--- src/rtl/pipe_stage_skid.sv ---
// Pipeline stage register with valid/ready handshake, an optional two-entry skid buffer,
// flush-driven bubble insertion and a saturating count of the beats a flush kills.
module pipe_stage_skid #(
   parameter int DATA_W      = 32,
   parameter int CTRL_W      = 8,
   parameter int SKID        = 1,
   parameter int BUBBLE_ZERO = 1,
   parameter int CNT_W       = 16
) (
   input  logic              clk,
   input  logic              rst,
   input  logic              in_valid,
   output logic              in_ready,
   input  logic [CTRL_W-1:0] in_ctrl,
   input  logic [DATA_W-1:0] in_data,
   output logic              out_valid,
   input  logic              out_ready,
   output logic [CTRL_W-1:0] out_ctrl,
   output logic [DATA_W-1:0] out_data,
   input  logic              flush,
   output logic [1:0]        occupancy,
   output logic [CNT_W-1:0]  drop_cnt,
   input  logic              drop_clr
);

   logic              m_valid, s_valid;
   logic [CTRL_W-1:0] m_ctrl, s_ctrl;
   logic [DATA_W-1:0] m_data, s_data;
   logic              accept, deliver;
   logic [2:0]        drop_inc;
   logic [CNT_W+2:0]  drop_sum;

   // With the skid buffer, in_ready comes straight from a flop; s_valid stays 0 otherwise.
   assign in_ready  = (SKID != 0) ? !s_valid : (!m_valid || out_ready);
   assign accept    = in_valid && in_ready;
   assign deliver   = m_valid && out_ready;
   assign occupancy = {1'b0, m_valid} + {1'b0, s_valid};

   assign out_valid = m_valid;
   assign out_ctrl  = m_valid ? m_ctrl : '0;
   assign out_data  = (m_valid || (BUBBLE_ZERO == 0)) ? m_data : '0;

   always_ff @(posedge clk or posedge rst) begin
      if (rst) begin
         m_valid <= 1'b0;
         s_valid <= 1'b0;
         m_ctrl  <= '0;
         m_data  <= '0;
         s_ctrl  <= '0;
         s_data  <= '0;
      end else if (flush) begin
         m_valid <= 1'b0;
         s_valid <= 1'b0;
      end else if (SKID != 0) begin
         if (!m_valid || deliver) begin
            if (s_valid) begin
               m_valid <= 1'b1;
               m_ctrl  <= s_ctrl;
               m_data  <= s_data;
               s_valid <= accept;
               if (accept) begin
                  s_ctrl <= in_ctrl;
                  s_data <= in_data;
               end
            end else if (accept) begin
               m_valid <= 1'b1;
               m_ctrl  <= in_ctrl;
               m_data  <= in_data;
            end else begin
               m_valid <= 1'b0;
            end
         end else if (accept) begin
            s_valid <= 1'b1;
            s_ctrl  <= in_ctrl;
            s_data  <= in_data;
         end
      end else begin
         if (accept) begin
            m_valid <= 1'b1;
            m_ctrl  <= in_ctrl;
            m_data  <= in_data;
         end else if (deliver) begin
            m_valid <= 1'b0;
         end
      end
   end

   // Killed beats = held entries, minus the one leaving downstream, plus the one arriving.
   assign drop_inc = {1'b0, occupancy} + {2'b00, accept} - {2'b00, deliver};
   assign drop_sum = {3'b000, drop_cnt} + {{CNT_W{1'b0}}, drop_inc};

   always_ff @(posedge clk or posedge rst) begin
      if (rst) begin
         drop_cnt <= '0;
      end else if (drop_clr) begin
         drop_cnt <= '0;
      end else if (flush) begin
         if (drop_sum > {3'b000, {CNT_W{1'b1}}})
            drop_cnt <= '1;
         else
            drop_cnt <= drop_sum[CNT_W-1:0];
      end
   end

endmodule

--- config.mk ---
export PLATFORM = sky130hd
export DESIGN_NAME = pipe_stage_skid
export DESIGN_NICKNAME = d
export VERILOG_FILES = /design/src/rtl/pipe_stage_skid.sv
export SDC_FILE = /design/constraint.sdc
export NUM_CORES = 1
export LEC_CHECK = 0
export CELL_PAD_IN_SITES_DETAIL_PLACEMENT = 1
export CELL_PAD_IN_SITES_GLOBAL_PLACEMENT = 1
export CORE_ASPECT_RATIO = 0.75
export CORE_MARGIN = 2
export CORE_UTILIZATION = 42
export CTS_CLUSTER_DIAMETER = 100
export DETAILED_ROUTE_END_ITERATION = 10
export PLACE_DENSITY = 0.92
export SLEW_MARGIN = 20
export SYNTH_ARGS = -nofsm -noshare
export SYNTH_HDL_FRONTEND = slang
export SYNTH_SLANG_ARGS = --single-unit
--- constraint.sdc ---
create_clock -name clk -period 9.68 [get_ports clk]
set_input_delay 2.904 -clock clk [delete_from_list [all_inputs] [get_ports clk]]
set_output_delay 2.904 -clock clk [all_outputs]
set_load 0.02 [all_outputs]
==> results.cfg, run 1 <==
[logic_synthesis]
async_reset_ff_share_pct = 100
synth_compound_area_share_pct = 8.95
yosysWarnings = 0
muxShareOfSynthArea_pct = 18.4
ys_types = 39
synth.top_cells.by_count = dfrtp_1, nor2_1, a21oi_1
syn_inst = 425
synth_fa_ha_area_share_pct = 2.30
synth_top_family_by_area = multiplexers
synth_edf_count = 0
synth_top_area_share_pct = 52.4
yosys.area_share.simple_pct = 14.3
syn-cell-area_mm2 = 0.00468
ys_seq_area_share_pct = 52.4
synth_seq_cells = 98
synth_flop_cell = dfrtp_1
yosys-top-cells-area = dfrtp_1, mux2_1, mux2i_1, and2_1, a21oi_1
yosys.area.top_type = dfrtp_1
synthXorXnorAreaFrac_pct = 0.748
syn_nets = 479
syn_area_per_cell_um2 = 11.0
post-synth-top-count-cell = dfrtp_1

[clocking]
holdBufCountCts = 0
cts_made_buffers = 9
clkSlewWorstSetupHoldPaths_ps = 60
post_cts_buffers = 0
clockBufferDepth = 2
tritoncts = done
h-tree-depth = 3
clk-insertion-delay-late_ps = 340
cts-root-buf = clkbuf_16
cts_resized = 0
cts_sinks = 98

[timing]
fmax_mhz = 178
hold_viol = 0
grt_setup_unrepaired = false
fin_setup_tns_ps = 0
tightest_slew_ps = 1030
layout_worst_path_cycle_share_pct = 58.1
relSlewSlack_pct = 31.2
slew_viol_final = 0
setup_violations = 0
min_period_ps = 5620
clock_skew_ps = 5.88

[finish]
antenna_cells = 0
multi_input_area_mm2 = 0.00210
fin_area_mm2 = 0.00615
ff_latch_area_mm2 = 0.00245
nFillCells = 1158
utilization_pct = 56.4
fin_nets = 571
final-instance-count-excl-fill = 662
area_growth_pct = 31.4
drive_above_1_share_pct = 5.36

[placement]
place_congestion = 0.836
hpwl_um = 7950
portBuffers = 105
post_dp_cell_area_mm2 = 0.00584
dpl.cell_count = 646

[power]
p_leak_nw = 2.54
ir_worst_vdd_mv = 0.115
power.density_mw_per_mm2 = 179
finalPower_mw = 1.10

[critical_path]
startpoint_type = input pin
cp.required_ps = 9950
cp.arrival_ps = 5890
worst-path-max-fanout = 8
worstSetupEndpointType = flop
critPathKind = input pin to flop

[floorplanning]
rows = 33
die_area_mm2 = 0.0120
start_util_pct = 43.0
core-area_mm2 = 0.0109
die_h_um = 95.4
boundaryPins = 106
die_x_um = 126

[global_routing]
grt_pass1_wl_um = 19700
antenna_found_initial = 0
grt_max_degree = 81
grt_pass1_vias = 3882
grt_util_all_layers_pct = 20.7
grt-ovfl-total = 0

[detailed_routing]
wl_um = 11900
ant_nets = 0
drc = 0
dr.pass1.iters = 4
drt_iter0_drc = 160
vias = 3579
vias_per_cell = 5.41
drt-wirelength-per-cell_um = 17.9

[hold_path]
hp-class = flop to flop

[run]
max-cap-violations = 0

[outcome]
status = finished, final reports clean
[area by class of cell]
cell class	instances	share of cell area (%)
flip-flops and latches	98	39.9
multi-input cells	292	34.1
clock buffers	14	4.13
clock inverters	2	0.976
inverters	7	0.468
well taps	140	2.85
repair buffers	109	17.6
[placed cells by master, fill, tap and decap left out, types with 2 or more instances in the layout]
cell,n
a211oi_1,3
a21oi_1,46
a311oi_1,2
a31oi_1,4
and2_1,44
and3_1,4
buf_4,4
bufinv_16,2
clkbuf_1,4
clkbuf_16,9
clkdlybuf4s50_1,105
dfrtp_1,97
ha_1,7
inv_1,5
mux2_1,40
mux2i_1,41
nand2_1,7
nand3_1,8
nor2_1,51
nor3_1,3
nor3_2,2
o211a_1,2
o21ai_0,5
o221a_2,2
xnor2_1,3
[power by group]
part           switching, mW  internal, mW
Combinational         0.0970         0.102
Sequential            0.0407         0.482
Clock                  0.146         0.234
Total                  0.284         0.818
[stage by stage]
stage,hold WS (ps),worst slack (ps)
after floorplan,464,4210
after global placement,473,3880
after detailed placement,484,3730
after CTS,500,4030
after global routing,510,3780
final,493,4060
[path summary, 6_finish.rpt]
kind                                 start            to  slack (ps)  depth (start not counted)
min in group asynchronous              rst    m_data[23]        3010                          2
worst min register to register  s_data[13]    s_data[13]         490                          1
max in group asynchronous              rst       s_valid        5530                          3
worst min-delay path            s_data[13]    s_data[13]         490                          1
worst max-delay path              in_valid  drop_cnt[11]        4060                         13
worst max register to register   out_valid  drop_cnt[11]        6000                         13
[metal layers]
layer	share of wire [%]	vias to the layer above	routed length, um	GRT usage (%)
met5	0	-	0	0
met4	0.67	0	80	4.85
met1	44	1834	5170	26.0
met3	5.0	6	598	6.00
met2	51	73	6000	36.0
li1	-	1666	-	-
[registers in the layout, indices dropped and copies added (netlist names)]
name and flops:
s_valid 1, m_data 32, drop_cnt 16, m_ctrl 8
s_data 32, s_ctrl 8, out_valid 1
[cells by family (layout without fill, tap and decap cells)]
| logic type | count (synthesis) | count (layout) |
|---|---|---|
| AOI/OAI and AO/OA | 71 | 71 |
| xor gates and xnor gates | 4 | 4 |
| adders and majority gates | 8 | 8 |
| buffers and inverters | 35 | 132 |
| DFF | 98 | 98 |
| muxes | 81 | 81 |
| and+or+nand+nor | 128 | 128 |
[worst max-delay path, cell delays in order]
cell and delay [ps]:
clkdlybuf4s50_1 500, nand2_1 80, ha_1 280, inv_1 50
ha_1 180, xnor2_1 150, xnor2_1 280, fa_1 280
a21o_1 210, nand2_1 100, or3_1 490, a41o_1 290
a21oi_2 100
No activity file was read; power rests on OpenSTA's default activity.
==> run 2, diff against run 1 <==
--- a/config.mk
+++ b/config.mk
@@ -9,10 +9,10 @@
 export CELL_PAD_IN_SITES_GLOBAL_PLACEMENT = 1
 export CORE_ASPECT_RATIO = 0.75
 export CORE_MARGIN = 2
-export CORE_UTILIZATION = 42
+export CORE_UTILIZATION = 35
 export CTS_CLUSTER_DIAMETER = 100
 export DETAILED_ROUTE_END_ITERATION = 10
-export PLACE_DENSITY = 0.92
+export PLACE_DENSITY = 0.82
 export SLEW_MARGIN = 20
 export SYNTH_ARGS = -nofsm -noshare
 export SYNTH_HDL_FRONTEND = slang
==> constraint.sdc (replaced) <==
create_clock -name clk -period 4.7 [get_ports clk]
set_input_delay 1.41 -clock clk [delete_from_list [all_inputs] [get_ports clk]]
set_output_delay 1.41 -clock clk [all_outputs]
set_load 0.02 [all_outputs]
==> run 2 against run 1 <==
  * Worst setup slack lost 3500 ps
  * Clock power is 87% higher
  * Sequential power is 110% higher
  * Critical endpoint unchanged
  * Largest cell class unchanged
==> results.cfg, run 2 (synthesized netlist as in run 1, its figures left out) <==
[outcome]
status = finished, final reports clean

[detailed_routing]
drt_iter0_drc = 121
drc = 0
ant_nets = 0
wl_um = 12000
vias_per_cell = 5.14
drt-wirelength-per-cell_um = 17.3
vias = 3568
dr.pass1.iters = 4

[timing]
tightest_slew_ps = 1060
slew_viol_final = 0
fin_setup_tns_ps = 0
relSlewSlack_pct = 29.3
setup_violations = 0
fmax_mhz = 240
clock_skew_ps = 9.31
hold_viol = 0
grt_setup_unrepaired = false
layout_worst_path_cycle_share_pct = 88.5
min_period_ps = 4160

[finish]
fin_area_mm2 = 0.00618
fin_nets = 572
final_common_cell = clkdlybuf4s50_1
nFillCells = 1381
area_growth_pct = 32.0
ff_latch_area_mm2 = 0.00245
multi_input_area_mm2 = 0.00210
top_regs = m_data: 32 flops, s_data: 32 flops, drop_cnt: 16 flops
drive_above_1_share_pct = 6.31
final_cell_mix = clkdlybuf4s50_1, dfrtp_1, nor2_1, a21oi_1, and2_1
antenna_cells = 0

[floorplanning]
rows = 36
start_util_pct = 36.0
die_x_um = 138
core-area_mm2 = 0.0130
die_h_um = 104
die_area_mm2 = 0.0143
boundaryPins = 106

[critical_path]
critPathKind = input pin to flop
crit_family = adder cells
startpoint_type = input pin
critPathBufInv = 2
cp.required_ps = 4980
worstSetupEndpointType = flop
worst-path-max-fanout = 8
cpMaxStageDelayCell = nor3_2
cp.arrival_ps = 4440
slowest_delay_ps = 520
path_cells = clkdlybuf4s50_1, nand2_1, ha_1, inv_1, ha_1, xnor2_1, xnor2_1, fa_1, a21o_1, nand2_1, nor3_2, o21ai_0, a21oi_2

[power]
power.density_mw_per_mm2 = 356
ir_worst_vdd_mv = 0.223
p_leak_nw = 2.54

[clocking]
post_cts_buffers = 0
cts_sinks = 98
clockBufferDepth = 2
clk-insertion-delay-late_ps = 350
clkSlewWorstSetupHoldPaths_ps = 70
h-tree-depth = 3
cts-root-buf = clkbuf_16
cts_made_buffers = 9
tritoncts = done
holdBufCountCts = 0
cts_resized = 0

[global_routing]
grt_pass1_vias = 3863
antenna_found_initial = 0
grt-ovfl-total = 0
grt_util_all_layers_pct = 17.6
grt_max_degree = 81
grt_pass1_wl_um = 19700

[placement]
place_congestion = 0.774
portBuffers = 105
post_dp_cell_area_mm2 = 0.00590
hpwl_um = 8350

[hold_path]
hp-class = flop to flop

[run]
max-cap-violations = 0
[run 2: cell count changes in the layout (fill, tap and decap cells not counted), sizes merged]
cell	previous run	this run
clkbuf	14	9
buf	4	5
inv	7	11
clkinv	0	2
clkinvlp	0	1
bufinv	2	0
[run 2: path summary, 6_finish.rpt]
check                      startpoint           end  slack (ps)  cells past startpoint
max                          in_valid  drop_cnt[11]         540                     13
min                        s_data[15]    s_data[15]         500                      1
max reg2reg                 out_valid  drop_cnt[11]        1050                     11
min reg2reg                s_data[15]    s_data[15]         500                      1
max in group asynchronous         rst       s_valid        2500                      3
min in group asynchronous         rst     m_data[6]        1510                      2
[run 2: area by class of cell]
type	count	area share [%]
Clock buffer	9	3.64
Clock inverter	7	0.951
Inverter	7	0.466
Multi-Input combinational cell	292	34.0
Sequential cell	98	39.7
Tap cell	171	3.46
Timing Repair Buffer	110	17.8
[run 2: power breakdown]
group	internal (mW)	switching [mW]
Sequential	0.991	0.0861
Combinational	0.211	0.201
Clock	0.368	0.342
Total	1.57	0.628
[run 2: routing by layer]
layer	track usage (%)	vias to the layer above	wire length, um
li1	-	1663	-
met5	0	-	0
met4	4.12	0	128
met2	29.1	72	5980
met1	22.9	1821	5310
met3	4.68	12	596
[run 2: worst reg2reg max path: stages (launching register included)]
cell and delay [ps]:
dfrtp_1 740, buf_4 380, ha_1 300, ha_1 220, xnor2_1 140, xnor2_1 280, fa_1 280, a21o_1 220
nand2_1 110, nor3_2 520, o21ai_0 240, a21oi_2 170
[run 2: stage by stage]
step                      power, mW  util [%]  hold slack (ps)  cells  worst slack (ps)
after floorplan                1.31         -              464    425               728
after global placement         1.47      45.3              473    678               380
after detailed placement       1.51      45.3              485    678               155
after CTS                      2.23      47.5              502    694               513
after global routing           2.32      47.5              512    694               297
final                          2.20      47.5              496    694               539
==> run 3, diff against run 2 <==
--- a/config.mk
+++ b/config.mk
@@ -7,12 +7,12 @@
 export LEC_CHECK = 0
 export CELL_PAD_IN_SITES_DETAIL_PLACEMENT = 1
 export CELL_PAD_IN_SITES_GLOBAL_PLACEMENT = 1
-export CORE_ASPECT_RATIO = 0.75
+export CORE_ASPECT_RATIO = 2
 export CORE_MARGIN = 2
 export CORE_UTILIZATION = 35
 export CTS_CLUSTER_DIAMETER = 100
 export DETAILED_ROUTE_END_ITERATION = 10
-export PLACE_DENSITY = 0.82
+export PLACE_DENSITY_LB_ADDON = 0.1
 export SLEW_MARGIN = 20
 export SYNTH_ARGS = -nofsm -noshare
 export SYNTH_HDL_FRONTEND = slang
==> run 3 against run 2 <==
  * The flow now finishes with violations (DRC)
  * Design area is 0.32% higher
  * Worst setup slack better by 45 ps
  * Core utilization hardly changed
  * Critical path depth stayed put
  * Fmax is 1.1% higher
  * Sequential share of layout area is 0.13 points lower
  * Clock-buffer cell count is 3 higher
  * First-iteration DRC count is 11% higher
  * Register-to-register slack better by 260 ps
  * Clock skew is 4.0 ps higher
  * Critical path type unchanged
  * Largest cell class unchanged
==> results.cfg, run 3 (synthesized netlist as in run 1, its figures left out) <==
[global_routing]
grt_pass1_wl_um = 20300
grt_util_all_layers_pct = 17.9
antenna_found_initial = 0
grt_pass1_vias = 3994
grt_max_degree = 81
grt-ovfl-total = 0

[critical_path]
path_cells = clkdlybuf4s50_1, nand2_1, ha_1, inv_1, ha_1, xnor2_1, xnor2_1, fa_1, a21o_1, nand2_1, or3_1, a41o_1, a21oi_2
ff2ff_path_depth = 12
cpMaxStageDelayCell = clkdlybuf4s50_1
worstSetupEndpointType = flop
slowest_delay_ps = 510
critPathKind = input pin to flop
worstReg2RegStart = out_valid
cp.required_ps = 4980
worst-path-max-fanout = 8
r2r_end = drop_cnt[11]
startpoint_type = input pin
r2r_slack_ps = 1310
cp.arrival_ps = 4400

[power]
ir_worst_vdd_mv = 0.206
p_leak_nw = 2.56
power.density_mw_per_mm2 = 367

[placement]
hpwl_um = 8330
dp_slack_ps = 254
post_dp_cell_area_mm2 = 0.00588
portBuffers = 105
place_congestion = 0.768

[timing]
tightest_slew_ps = 828
worst_slack_ps = 583
hold_viol = 0
fin_setup_tns_ps = 0
layout_worst_path_cycle_share_pct = 87.6
fmax_mhz = 243
slew_viol_final = 0
relSlewSlack_pct = 44.8
setup_violations = 0
clock_skew_ps = 13.3
whs_ps = 493
min_period_ps = 4120
grt_setup_unrepaired = false

[detailed_routing]
wl_um = 12000
drc = 7
drt_iter0_drc = 134
ant_nets = 0
drt-wirelength-per-cell_um = 17.8
vias_per_cell = 5.22
vias = 3537
dr.pass1.iters = 9

[clocking]
tritoncts = done
post_cts_buffers = 0
clk-insertion-delay-late_ps = 340
cts_made_buffers = 9
cts_resized = 0
cts-root-buf = clkbuf_16
holdBufCountCts = 0
clkSlewWorstSetupHoldPaths_ps = 70
clockBufferDepth = 2
cts_sinks = 98
h-tree-depth = 3

[floorplanning]
die_x_um = 85.8
rows = 59
die_area_mm2 = 0.0144
start_util_pct = 35.8
die_h_um = 168
boundaryPins = 106
core-area_mm2 = 0.0131

[hold_path]
holdPathEnd = s_data[24]
hp-start = s_data[24]
hp-class = flop to flop
min_path_cells = 1

[finish]
final_common_cell = clkdlybuf4s50_1
antenna_cells = 0
final_cell_mix = clkdlybuf4s50_1, dfrtp_1, nor2_1, a21oi_1, and2_1
top_regs = m_data: 32 flops, s_data: 32 flops, drop_cnt: 16 flops
area_growth_pct = 32.4
fin_nets = 574
utilization_pct = 47.5
fin_area_mm2 = 0.00620
drive_above_1_share_pct = 6.29

[outcome]
violations = DRC
status = complete, but fails checks

[run]
max-cap-violations = 0
[run 3: cell count changes in the layout (fill, tap and decap cells not counted), moves of 2 or more]
cell       before  now
inv_6           3    0
bufinv_16       0    2
clkbuf_1        0    2
buf_4           4    7
[run 3: worst max-delay path by stage]
stage	startpoint	cells after the start	to	slack [ps]
finish	in_valid	13	drop_cnt[11]	580
global route	in_valid	14	drop_cnt[0]	320
CTS	in_valid	13	drop_cnt[11]	600
detailed placement	in_valid	13	drop_cnt[11]	250
global placement	in_valid	13	drop_cnt[11]	330
floorplan	rst	1	drop_cnt[0]	730
[run 3: worst max-delay path, delay by kind of cell]
kind / cells / cell delay [ps]
adders and majority gates: 3 / 730
xor gates and xnor gates: 2 / 440
AOI/OAI and AO/OA: 3 / 580
buffers and inverters: 2 / 550
and+or+nand+nor: 3 / 680
[run 3: per-stage QoR]
stage,instances,power (mW)
global placement,661,1.48
global route,677,2.41
floorplan,425,1.31
CTS,677,2.31
detailed placement,661,1.50
finish,677,2.27
[run 3: cell type report]
| cell class | instances | area, um2 |
|---|---|---|
| fillers | 1414 | 6870 |
| flip-flops and latches | 98 | 2450 |
| multi-input cells | 292 | 2100 |
| repair buffers | 112 | 1100 |
| clock buffers | 12 | 246 |
| well taps | 152 | 190 |
| clock inverters | 4 | 75.1 |
| inverters | 7 | 28.8 |
[run 3: where the power goes]
group          leakage (nW)  switching [mW]  internal, mW  total (mW)
sequential             1.17          0.0815         0.992        1.07
combinational          1.23           0.195         0.211       0.406
clock                 0.149           0.314         0.482       0.795
[run 3: metal layers]
layer | wire, um | track usage (%)
met1 | 4710 | 20.5
met2 | 6600 | 32.3
met3 | 442 | 3.65
met4 | 280 | 6.28
met5 | 0 | 0
